[src/rtl/vga_sync_gen.sv]
// 640x480@60 timing generator: free-running counters feed x/y to the renderer, and the
// sync/blank decode is delayed so it lines up with the pixel colour that comes back.
`timescale 1ns/1ps

module vga_sync_gen #(
  parameter int H_ACTIVE = 640,
  parameter int H_FP     = 16,
  parameter int H_SYNC   = 96,
  parameter int H_BP     = 48,
  parameter int V_ACTIVE = 480,
  parameter int V_FP     = 10,
  parameter int V_SYNC   = 2,
  parameter int V_BP     = 33,
  parameter int PIPE_LAT = 2
) (
  input  logic       vga_clk,
  input  logic       rst_n,
  input  logic [7:0] pixel_color,
  output logic [9:0] x,
  output logic [9:0] y,
  output logic       active,
  output logic       frame_start,
  output logic       vga_hs,
  output logic       vga_vs,
  output logic       vga_blank_n,
  output logic       vga_sync_n,
  output logic [7:0] vga_r,
  output logic [7:0] vga_g,
  output logic [7:0] vga_b
);

  localparam int H_TOTAL = H_ACTIVE + H_FP + H_SYNC + H_BP;
  localparam int V_TOTAL = V_ACTIVE + V_FP + V_SYNC + V_BP;

  localparam logic [9:0] H_LAST   = 10'(H_TOTAL - 1);
  localparam logic [9:0] V_LAST   = 10'(V_TOTAL - 1);
  localparam logic [9:0] H_VIS    = 10'(H_ACTIVE);
  localparam logic [9:0] V_VIS    = 10'(V_ACTIVE);
  localparam logic [9:0] HS_FIRST = 10'(H_ACTIVE + H_FP);
  localparam logic [9:0] HS_LAST  = 10'(H_ACTIVE + H_FP + H_SYNC - 1);
  localparam logic [9:0] VS_FIRST = 10'(V_ACTIVE + V_FP);
  localparam logic [9:0] VS_LAST  = 10'(V_ACTIVE + V_FP + V_SYNC - 1);

  logic [9:0] h_cnt;
  logic [9:0] v_cnt;
  logic       hs_raw;
  logic       vs_raw;
  logic       vis_raw;
  logic       hs_dly;
  logic       vs_dly;
  logic       vis_dly;

  // Line counter steps only when the pixel counter wraps; both wrap together at frame end.
  always_ff @(posedge vga_clk or negedge rst_n) begin
    if (!rst_n) begin
      h_cnt <= '0;
      v_cnt <= '0;
    end else if (h_cnt == H_LAST) begin
      h_cnt <= '0;
      v_cnt <= (v_cnt == V_LAST) ? 10'd0 : v_cnt + 10'd1;
    end else begin
      h_cnt <= h_cnt + 10'd1;
    end
  end

  assign x           = h_cnt;
  assign y           = v_cnt;
  assign active      = (h_cnt < H_VIS) && (v_cnt < V_VIS);
  assign frame_start = (h_cnt == 10'd0) && (v_cnt == 10'd0);

  assign hs_raw  = !((h_cnt >= HS_FIRST) && (h_cnt <= HS_LAST));
  assign vs_raw  = !((v_cnt >= VS_FIRST) && (v_cnt <= VS_LAST));
  assign vis_raw = active;

  // The delay line matches the renderer latency so that sync/blank meet their own pixel.
  generate
    if (PIPE_LAT == 0) begin : g_no_pipe
      assign hs_dly  = hs_raw;
      assign vs_dly  = vs_raw;
      assign vis_dly = vis_raw;
    end else begin : g_pipe
      logic [PIPE_LAT-1:0] hs_pipe;
      logic [PIPE_LAT-1:0] vs_pipe;
      logic [PIPE_LAT-1:0] vis_pipe;

      always_ff @(posedge vga_clk or negedge rst_n) begin
        if (!rst_n) begin
          hs_pipe  <= '1;
          vs_pipe  <= '1;
          vis_pipe <= '0;
        end else begin
          hs_pipe  <= PIPE_LAT'({hs_pipe, hs_raw});
          vs_pipe  <= PIPE_LAT'({vs_pipe, vs_raw});
          vis_pipe <= PIPE_LAT'({vis_pipe, vis_raw});
        end
      end

      assign hs_dly  = hs_pipe[PIPE_LAT-1];
      assign vs_dly  = vs_pipe[PIPE_LAT-1];
      assign vis_dly = vis_pipe[PIPE_LAT-1];
    end
  endgenerate

  // Bit replication spreads 3/3/2-bit colour across the full 8-bit DAC range.
  always_ff @(posedge vga_clk or negedge rst_n) begin
    if (!rst_n) begin
      vga_hs      <= 1'b1;
      vga_vs      <= 1'b1;
      vga_blank_n <= 1'b0;
      vga_r       <= '0;
      vga_g       <= '0;
      vga_b       <= '0;
    end else begin
      vga_hs      <= hs_dly;
      vga_vs      <= vs_dly;
      vga_blank_n <= vis_dly;
      if (vis_dly) begin
        vga_r <= {pixel_color[7:5], pixel_color[7:5], pixel_color[7:6]};
        vga_g <= {pixel_color[4:2], pixel_color[4:2], pixel_color[4:3]};
        vga_b <= {pixel_color[1:0], pixel_color[1:0], pixel_color[1:0], pixel_color[1:0]};
      end else begin
        vga_r <= '0;
        vga_g <= '0;
        vga_b <= '0;
      end
    end
  end

  assign vga_sync_n = 1'b0;

endmodule

[config.mk]
export PLATFORM = sky130hd
export DESIGN_NAME = vga_sync_gen
export DESIGN_NICKNAME = d
export VERILOG_FILES = /design/src/rtl/vga_sync_gen.sv
export SDC_FILE = /design/constraint.sdc
export NUM_CORES = 1
export LEC_CHECK = 0
export ABC_CLOCK_PERIOD_IN_PS = 2500
export BUFFER_PORTS_ARGS = -buffer_cell sky130_fd_sc_hd__clkbuf_2
export CORE_ASPECT_RATIO = 0.5
export CORE_MARGIN = 2
export CORE_UTILIZATION = 49
export DETAILED_ROUTE_END_ITERATION = 8
export PLACE_DENSITY = 0.79
export SYNTH_ARGS = -nofsm -noshare
export SYNTH_HDL_FRONTEND = slang
export SYNTH_SLANG_ARGS = --single-unit
[constraint.sdc]
create_clock -name vga_clk -period 2.5 [get_ports vga_clk]
set_clock_uncertainty 0.05 [all_clocks]
set_input_delay 0.5 -clock vga_clk [delete_from_list [all_inputs] [get_ports vga_clk]]
set_output_delay 0.5 -clock vga_clk [all_outputs]
set_load 0.01 [all_outputs]
==> impl_metrics.prom, run 1 <==
# TYPE chip_impl_metric gauge
chip_impl_info{name="clk_root_buffer_cell",value="sky130_fd_sc_hd__clkbuf_8"} 1
chip_impl_metric{name="placeableCoreArea",unit="um^2"} 3140
chip_impl_metric{name="final_layout_size_suffix_gt1_share",unit="%"} 36.8
chip_impl_metric{name="reg2reg_setup_slack",unit="ns"} 0.28
chip_impl_info{name="timing.rr.end",value="y[8]$_DFFE_PN0N_"} 1
chip_impl_info{name="globalRoute.busiestLayer",value="met2"} 1
chip_impl_metric{name="fin_setup_tns",unit="ns"} 0
chip_impl_metric{name="grt_start_max_net_pins",unit=""} 38
chip_impl_metric{name="floorplan.die_area",unit="um^2"} 3940
chip_impl_metric{name="grtUsageMet1",unit="%"} 22.4
chip_impl_info{name="source_of_the_critical_timing_path",value="y[6]$_DFFE_PN0N_"} 1
chip_impl_metric{name="post_cts_buffers",unit=""} 0
chip_impl_metric{name="grt_remaining_overflow",unit=""} 0
chip_impl_metric{name="die_w",unit="um"} 86.8
chip_impl_info{name="worst_setup_path_end_kind",value="output pin"} 1
chip_impl_metric{name="drtAntennaViolNets",unit=""} 0
chip_impl_metric{name="mappedNetlistArea",unit="um^2"} 1680
chip_impl_metric{name="dpl_cell_area",unit="um^2"} 1890
chip_impl_metric{name="syn_to_final_growth",unit="%"} 18.4
chip_impl_metric{name="start_util",unit="%"} 53.6
chip_impl_info{name="outcome",value="complete, no violations"} 1
chip_impl_metric{name="multiInputGateArea",unit="um^2"} 582
chip_impl_metric{name="clkSlewWorstSetupHoldPaths",unit="ns"} 0.07
chip_impl_metric{name="power-per-cell-area",unit="nW/um^2"} 579
chip_impl_metric{name="routed_wire_per_std_cell",unit="um"} 13.2
chip_impl_metric{name="number_of_clock_sinks",unit=""} 37
chip_impl_metric{name="grt.met2_usage",unit="%"} 30.8
chip_impl_metric{name="max_cap_violations",unit=""} 0
chip_impl_metric{name="holdBufCountCts",unit=""} 0
chip_impl_metric{name="cts-htree-levels",unit=""} 2
chip_impl_metric{name="finalCritPeriodShare",unit="%"} 93.5
chip_impl_metric{name="crit_required",unit="ns"} 1.95
chip_impl_info{name="critPathLaunchType",value="register"} 1
chip_impl_metric{name="slew-limit-headroom",unit="%"} 41.4
chip_impl_metric{name="use_met3",unit="%"} 4.89
chip_impl_metric{name="finalCriticalPeriod",unit="ns"} 2.34
chip_impl_metric{name="vdd.ir_drop.worst",unit="mV"} 0.281
chip_impl_info{name="worst_r2r_startpoint",value="x[0]$_DFF_PN0_"} 1
chip_impl_metric{name="post_synth_num_cell_types",unit=""} 29
chip_impl_metric{name="drt_iter0_markers",unit=""} 36
chip_impl_metric{name="seq_area_frac_synth",unit="%"} 55.5
chip_impl_metric{name="layout.area.seq",unit="um^2"} 933
chip_impl_metric{name="io_buffer_count",unit=""} 58
chip_impl_metric{name="r2r.worst_path.cells",unit=""} 5
chip_impl_metric{name="crit_path_max_fanout",unit=""} 5
chip_impl_metric{name="grt_antenna_before_repair",unit=""} 0
chip_impl_metric{name="leakagePower",unit="nW"} 0.983
chip_impl_metric{name="floorplan.die.height",unit="um"} 45.4
chip_impl_metric{name="final-max-slew-violation-count",unit=""} 0
chip_impl_metric{name="place.gp.congestion",unit=""} 0.884
chip_impl_metric{name="dr_total_vias",unit=""} 1240
chip_impl_metric{name="grt_first_pass_wirelength",unit="mm"} 5.24
chip_impl_metric{name="global_route.usage.total",unit="%"} 18.0
chip_impl_info{name="tritoncts",value="built"} 1
chip_impl_metric{name="row_count",unit=""} 14
chip_impl_metric{name="drt_pre_antenna_iters",unit=""} 4
chip_impl_metric{name="finalHoldViolCount",unit=""} 0
chip_impl_metric{name="post_synth_inst_count",unit=""} 154
chip_impl_metric{name="syn_avg_cell_area",unit="um^2"} 10.9
chip_impl_info{name="critical_path_class",value="register to output pin"} 1
chip_impl_metric{name="tightestPinTransition",unit="ns"} 0.880
chip_impl_info{name="critPathCapture",value="frame_start"} 1
chip_impl_metric{name="synth_warn",unit=""} 0
chip_impl_info{name="holdCritPathClass",value="input port to asynchronous set/reset pin"} 1
chip_impl_metric{name="first_global_vias",unit=""} 1149
chip_impl_metric{name="finalInstanceArea",unit="um^2"} 1990
chip_impl_metric{name="route.final.wire_length",unit="mm"} 3.19
chip_impl_metric{name="finalSetupViolCount",unit=""} 0
chip_impl_metric{name="max-clock-path-buffers",unit=""} 2
chip_impl_metric{name="worstPathArrival",unit="ns"} 1.79
chip_impl_metric{name="tritoncts.num_buffers",unit=""} 5
chip_impl_info{name="rsz0062_at_grt",value="false"} 1
chip_impl_metric{name="insertedDiodeCount",unit=""} 0
chip_impl_metric{name="finalNetCount",unit=""} 215
chip_impl_metric{name="nFillCells",unit=""} 258
chip_impl_metric{name="detailed_place_hpwl",unit="mm"} 2.28
chip_impl_metric{name="ios",unit=""} 60
chip_impl_metric{name="timing.fmax",unit="MHz"} 428
chip_impl_metric{name="drc",unit=""} 0
chip_impl_metric{name="worst_skew_pair.late_latency",unit="ns"} 0.28
chip_impl_metric{name="ys_ff_latch",unit=""} 37
chip_impl_metric{name="cts_repair_resizes",unit=""} 0
chip_impl_metric{name="synth_fp_nets",unit=""} 168
chip_impl_metric{name="detail_route.vias_per_cell",unit=""} 5.15
## metal layers
layer	wire, um	vias to the layer above
li1	-	603
met1	1430	568
met2	1500	65
met3	236	4
met4	34	0
met5	0	-
## cells in the mapped netlist
cell type | instances | area [um^2]
sky130_fd_sc_hd__dfrtp_1 | 31 | 776
sky130_fd_sc_hd__buf_4 | 17 | 128
sky130_fd_sc_hd__nand3_1 | 13 | 65.1
sky130_fd_sc_hd__and2_1 | 10 | 62.6
sky130_fd_sc_hd__nor2_1 | 7 | 26.3
sky130_fd_sc_hd__and3_1 | 6 | 37.5
sky130_fd_sc_hd__dfstp_2 | 6 | 158
sky130_fd_sc_hd__inv_1 | 6 | 22.5
sky130_fd_sc_hd__nand2_1 | 6 | 22.5
sky130_fd_sc_hd__nor4_1 | 6 | 37.5
sky130_fd_sc_hd__xnor2_1 | 6 | 52.6
sky130_fd_sc_hd__o21ai_0 | 5 | 25.0
sky130_fd_sc_hd__ha_1 | 4 | 50.1
sky130_fd_sc_hd__xor2_1 | 4 | 35.0
sky130_fd_sc_hd__a21oi_1 | 3 | 15.0
sky130_fd_sc_hd__nand2b_1 | 3 | 18.8
sky130_fd_sc_hd__nand4_1 | 3 | 18.8
sky130_fd_sc_hd__nor3_1 | 3 | 15.0
sky130_fd_sc_hd__a31oi_1 | 2 | 12.5
sky130_fd_sc_hd__o31ai_1 | 2 | 15.0
sky130_fd_sc_hd__or3_4 | 2 | 22.5
sky130_fd_sc_hd__or4_1 | 2 | 15.0
sky130_fd_sc_hd__and3b_1 | 1 | 8.76
sky130_fd_sc_hd__buf_6 | 1 | 11.3
sky130_fd_sc_hd__clkbuf_1 | 1 | 3.75
sky130_fd_sc_hd__conb_1 | 1 | 3.75
sky130_fd_sc_hd__nor2b_1 | 1 | 6.26
sky130_fd_sc_hd__o21a_1 | 1 | 7.51
sky130_fd_sc_hd__o22a_1 | 1 | 8.76
## worst max-delay path, cell delays in order (launching register included)
cell and delay, ns:
sky130_fd_sc_hd__dfrtp_1 0.43, sky130_fd_sc_hd__nor4_1 0.42, sky130_fd_sc_hd__nand4_1 0.14, sky130_fd_sc_hd__nor4_1 0.32, sky130_fd_sc_hd__clkbuf_2 0.20
## cells in the final DEF, fill, tap and decap left out, types with 6 or more instances in the layout
master | synthesis | layout
sky130_fd_sc_hd__clkbuf_2 | 0 | 58
sky130_fd_sc_hd__dfrtp_1 | 31 | 31
sky130_fd_sc_hd__nand3_1 | 13 | 13
sky130_fd_sc_hd__and2_1 | 10 | 10
sky130_fd_sc_hd__nor2_1 | 7 | 7
sky130_fd_sc_hd__inv_1 | 6 | 6
sky130_fd_sc_hd__nand2_1 | 6 | 6
sky130_fd_sc_hd__and3_1 | 6 | 6
sky130_fd_sc_hd__xnor2_1 | 6 | 6
sky130_fd_sc_hd__nor4_1 | 6 | 6
sky130_fd_sc_hd__dfstp_2 | 6 | 6
## where the power goes
part / internal (mW) / switching [mW]
registers: 0.606 / 0.00431
logic: 0.0209 / 0.0310
clock network: 0.290 / 0.201
## final cells by class
type	count	area share, %
flip-flops and latches	37	46.9
multi-input cells	92	29.2
repair buffers	59	15.0
clock buffers	5	3.46
well taps	40	2.52
clock inverters	2	1.76
inverters	6	1.13
## stage by stage
step | power [mW] | cells | utilization, % | worst slack [ns] | hold WS, ns
floorplan | 0.657 | 154 | - | 0.436 | 0.154
global placement | 0.674 | 234 | 60.1 | 0.467 | 0.283
detailed placement | 0.674 | 234 | 60.1 | 0.365 | 0.285
CTS | 1.17 | 241 | 63.4 | 0.141 | 0.297
global route | 1.20 | 241 | 63.4 | 0.00382 | 0.313
finish | 1.15 | 241 | 63.4 | 0.161 | 0.273
## kinds of logic (layout without fill, tap and decap cells)
kind of cell	after synthesis	count (layout)	share of synthesized area [%]
adders and majority gates	4	4	2.98
buffers and inverters	25	72	9.83
other	1	1	0.223
and+or+nand+nor	63	63	21.2
AOI/OAI and AO/OA	14	14	4.99
xor gates and xnor gates	10	10	5.21
DFF	37	37	55.5
## worst min-delay path by stage
| stage | endpoint |
|---|---|
| 2_1_floorplan | g_pipe.vis_pipe[0]$_DFF_PN0_ |
| 3_3_place_gp | g_pipe.vis_pipe[1]$_DFF_PN0_ |
| 3_5_place_dp | g_pipe.vis_pipe[1]$_DFF_PN0_ |
| 4_1_cts | x[1]$_DFF_PN0_ |
| 5_1_grt | g_pipe.vis_pipe[1]$_DFF_PN0_ |
| 6_report | x[1]$_DFF_PN0_ |
## registers in the layout (all words and copies together), names as in the netlist
signal and count:
vga_vs 1, y 10, x 10, vga_blank_n 1
vga_b 2, g_pipe.hs_pipe 2, vga_g 3, g_pipe.vs_pipe 2
g_pipe.vis_pipe 2, vga_r 3, vga_hs 1
No activity file was read; power rests on OpenSTA's default activity.
==> run 2, diff against run 1 <==
--- a/config.mk
+++ b/config.mk
@@ -6,7 +6,7 @@
 export NUM_CORES = 1
 export LEC_CHECK = 0
 export ABC_CLOCK_PERIOD_IN_PS = 2500
-export BUFFER_PORTS_ARGS = -buffer_cell sky130_fd_sc_hd__clkbuf_2
+export BUFFER_PORTS_ARGS = -buffer_cell sky130_fd_sc_hd__buf_2
 export CORE_ASPECT_RATIO = 0.5
 export CORE_MARGIN = 2
 export CORE_UTILIZATION = 49
==> run 2 against run 1 <==
Net effect: combinational power up 3%; setup slack improved by 0.029 ns; flip-flop and latch count is the same; sequential share of layout area up 0.33 points; utilization down 0.44 points; clock-buffer cell count rose by 1; highest routed layer unchanged.
==> impl_metrics.prom, run 2 (synthesis gave the netlist of run 1 again) <==
# TYPE chip_impl_metric gauge
chip_impl_metric{name="clkSlewWorstSetupHoldPaths",unit="ns"} 0.08
chip_impl_metric{name="place.gp.congestion",unit=""} 0.884
chip_impl_info{name="layout_common_cells",value="58 x sky130_fd_sc_hd__buf_2, 31 x sky130_fd_sc_hd__dfrtp_1, 13 x sky130_fd_sc_hd__nand3_1, 10 x sky130_fd_sc_hd__and2_1, 7 x sky130_fd_sc_hd__nor2_1"} 1
chip_impl_metric{name="tritoncts.num_buffers",unit=""} 5
chip_impl_metric{name="timing.fmax",unit="MHz"} 433
chip_impl_metric{name="nFillCells",unit=""} 247
chip_impl_metric{name="stdcell_count",unit=""} 241
chip_impl_metric{name="finalCritPeriodShare",unit="%"} 92.4
chip_impl_metric{name="floorplan.die_area",unit="um^2"} 3940
chip_impl_metric{name="leakagePower",unit="nW"} 0.972
chip_impl_metric{name="placeableCoreArea",unit="um^2"} 3140
chip_impl_metric{name="drc",unit=""} 0
chip_impl_metric{name="start_util",unit="%"} 53.6
chip_impl_metric{name="floorplan.die.height",unit="um"} 45.4
chip_impl_metric{name="finalInstanceArea",unit="um^2"} 1980
chip_impl_metric{name="max-clock-path-buffers",unit=""} 2
chip_impl_info{name="layout_commonest_cell",value="sky130_fd_sc_hd__buf_2"} 1
chip_impl_metric{name="power-per-cell-area",unit="nW/um^2"} 553
chip_impl_info{name="cpMaxStageDelayCell",value="sky130_fd_sc_hd__dfrtp_1"} 1
chip_impl_metric{name="syn_to_final_growth",unit="%"} 17.6
chip_impl_metric{name="number_of_clock_sinks",unit=""} 37
chip_impl_metric{name="detail_route.vias_per_cell",unit=""} 5.22
chip_impl_metric{name="detailed_place_hpwl",unit="mm"} 2.29
chip_impl_metric{name="global_route.usage.total",unit="%"} 17.7
chip_impl_metric{name="final-max-slew-violation-count",unit=""} 0
chip_impl_metric{name="post_cts_buffers",unit=""} 0
chip_impl_metric{name="tightestPinTransition",unit="ns"} 0.805
chip_impl_metric{name="worstPathArrival",unit="ns"} 1.76
chip_impl_metric{name="finalCriticalPeriod",unit="ns"} 2.31
chip_impl_metric{name="slew-limit-headroom",unit="%"} 46.3
chip_impl_metric{name="placed_cells_incl_taps",unit=""} 234
chip_impl_metric{name="insertedDiodeCount",unit=""} 0
chip_impl_metric{name="grt_start_max_net_pins",unit=""} 38
chip_impl_metric{name="max_cap_violations",unit=""} 0
chip_impl_metric{name="crit_required",unit="ns"} 1.95
chip_impl_metric{name="finalSetupViolCount",unit=""} 0
chip_impl_info{name="holdCritPathClass",value="input port to asynchronous set/reset pin"} 1
chip_impl_metric{name="first_global_vias",unit=""} 1132
chip_impl_metric{name="holdBufCountCts",unit=""} 0
chip_impl_metric{name="ios",unit=""} 60
chip_impl_metric{name="fin_worst_hold_slack",unit="ns"} 0.244
chip_impl_info{name="critical_path_class",value="register to output pin"} 1
chip_impl_info{name="path_cells",value="nor4_1, nand4_1, nor4_1, buf_2"} 1
chip_impl_metric{name="cts-htree-levels",unit=""} 2
chip_impl_info{name="rsz0062_at_grt",value="false"} 1
chip_impl_metric{name="fin_setup_tns",unit="ns"} 0
chip_impl_info{name="outcome",value="complete, no violations"} 1
chip_impl_info{name="clk_root_buffer_cell",value="sky130_fd_sc_hd__clkbuf_8"} 1
chip_impl_metric{name="row_count",unit=""} 14
chip_impl_metric{name="die_w",unit="um"} 86.8
chip_impl_info{name="worst_setup_path_end_kind",value="output pin"} 1
chip_impl_metric{name="grt_first_pass_wirelength",unit="mm"} 5.23
chip_impl_info{name="timing.critical_path.mode_cell",value="sky130_fd_sc_hd__nor4_1"} 1
chip_impl_metric{name="crit_path_max_fanout",unit=""} 5
chip_impl_metric{name="vdd.ir_drop.worst",unit="mV"} 0.187
chip_impl_metric{name="slowest_delay",unit="ns"} 0.43
chip_impl_metric{name="grt_remaining_overflow",unit=""} 0
chip_impl_info{name="tritoncts",value="built"} 1
chip_impl_metric{name="cts_repair_resizes",unit=""} 0
chip_impl_metric{name="dpl_cell_area",unit="um^2"} 1890
chip_impl_metric{name="grt_antenna_before_repair",unit=""} 0
chip_impl_metric{name="finalNetCount",unit=""} 215
chip_impl_metric{name="drt_pre_antenna_iters",unit=""} 4
chip_impl_metric{name="drtAntennaViolNets",unit=""} 0
chip_impl_metric{name="worst_skew_pair.late_latency",unit="ns"} 0.29
chip_impl_metric{name="io_buffer_count",unit=""} 58
chip_impl_metric{name="dr_total_vias",unit=""} 1257
chip_impl_metric{name="route.final.wire_length",unit="mm"} 3.29
chip_impl_info{name="critPathLaunchType",value="register"} 1
chip_impl_metric{name="routed_wire_per_std_cell",unit="um"} 13.7
chip_impl_metric{name="final_layout_size_suffix_gt1_share",unit="%"} 36.8
chip_impl_metric{name="drt_iter0_markers",unit=""} 82
chip_impl_metric{name="finalHoldViolCount",unit=""} 0
[run 2: changes by cell type in the layout (fill, tap and decap cells not counted)]
cell,previous run,this run
sky130_fd_sc_hd__clkbuf_8,5,6
sky130_fd_sc_hd__buf_2,0,58
sky130_fd_sc_hd__clkinv_2,1,0
sky130_fd_sc_hd__clkbuf_2,58,0
sky130_fd_sc_hd__clkinvlp_4,0,1
sky130_fd_sc_hd__bufinv_16,1,0
[run 2: cell type report]
cell class | count | area (um^2) | area share [%]
clock inverter | 1 | 7.51 | 0.380
multi-input combinational | 92 | 582 | 29.4
timing repair buffer | 59 | 298 | 15.1
clock buffer | 6 | 82.6 | 4.18
sequential | 37 | 933 | 47.2
inverter | 6 | 22.5 | 1.14
tap | 40 | 50.0 | 2.53
[run 2: worst max-delay path: cells and delay by family (launching register included)]
| kind | cells | cell delay, ns |
|---|---|---|
| DFF | 1 | 0.43 |
| buffers and inverters | 1 | 0.19 |
| and+or+nand+nor | 3 | 0.86 |
[run 2: per-stage QoR]
| step | power (mW) | utilization (%) | setup slack (ns) |
|---|---|---|---|
| 3_3_place_gp | 0.674 | 60.1 | 0.464 |
| 5_1_grt | 1.13 | 63.0 | 0.124 |
| 4_1_cts | 1.10 | 63.0 | 0.191 |
| 2_1_floorplan | 0.657 | - | 0.436 |
| 6_report | 1.09 | 63.0 | 0.190 |
| 3_5_place_dp | 0.675 | 60.1 | 0.394 |
[run 2: where the power goes]
part           internal, mW  switching, mW  total (mW)
logic                0.0212         0.0319      0.0532
registers             0.605        0.00373       0.609
clock network         0.218          0.212       0.430
total                 0.844          0.248        1.09
[run 2: routing by layer]
metal,up-vias,GRT usage [%],wire (um)
met4,0,4.69,29
li1,607,-,-
met5,-,0,0
met3,6,5.98,238
met2,63,30.1,1520
met1,581,22.4,1510
[run 2: final timing paths]
path | startpoint | to | slack (ns) | depth (start not counted)
min in group vga_clk | g_pipe.vis_pipe[0]$_DFF_PN0_ | g_pipe.vis_pipe[1]$_DFF_PN0_ | 0.30 | 0
worst min-delay path | rst_n | x[0]$_DFF_PN0_ | 0.24 | 1
max in group asynchronous | rst_n | y[7]$_DFFE_PN0N_ | 1.64 | 1
worst max register to register | x[0]$_DFF_PN0_ | y[9]$_DFFE_PN0N_ | 0.36 | 5
worst max-delay path | y[6]$_DFFE_PN0N_ | frame_start | 0.19 | 4
worst min register to register | g_pipe.vis_pipe[0]$_DFF_PN0_ | g_pipe.vis_pipe[1]$_DFF_PN0_ | 0.30 | 0
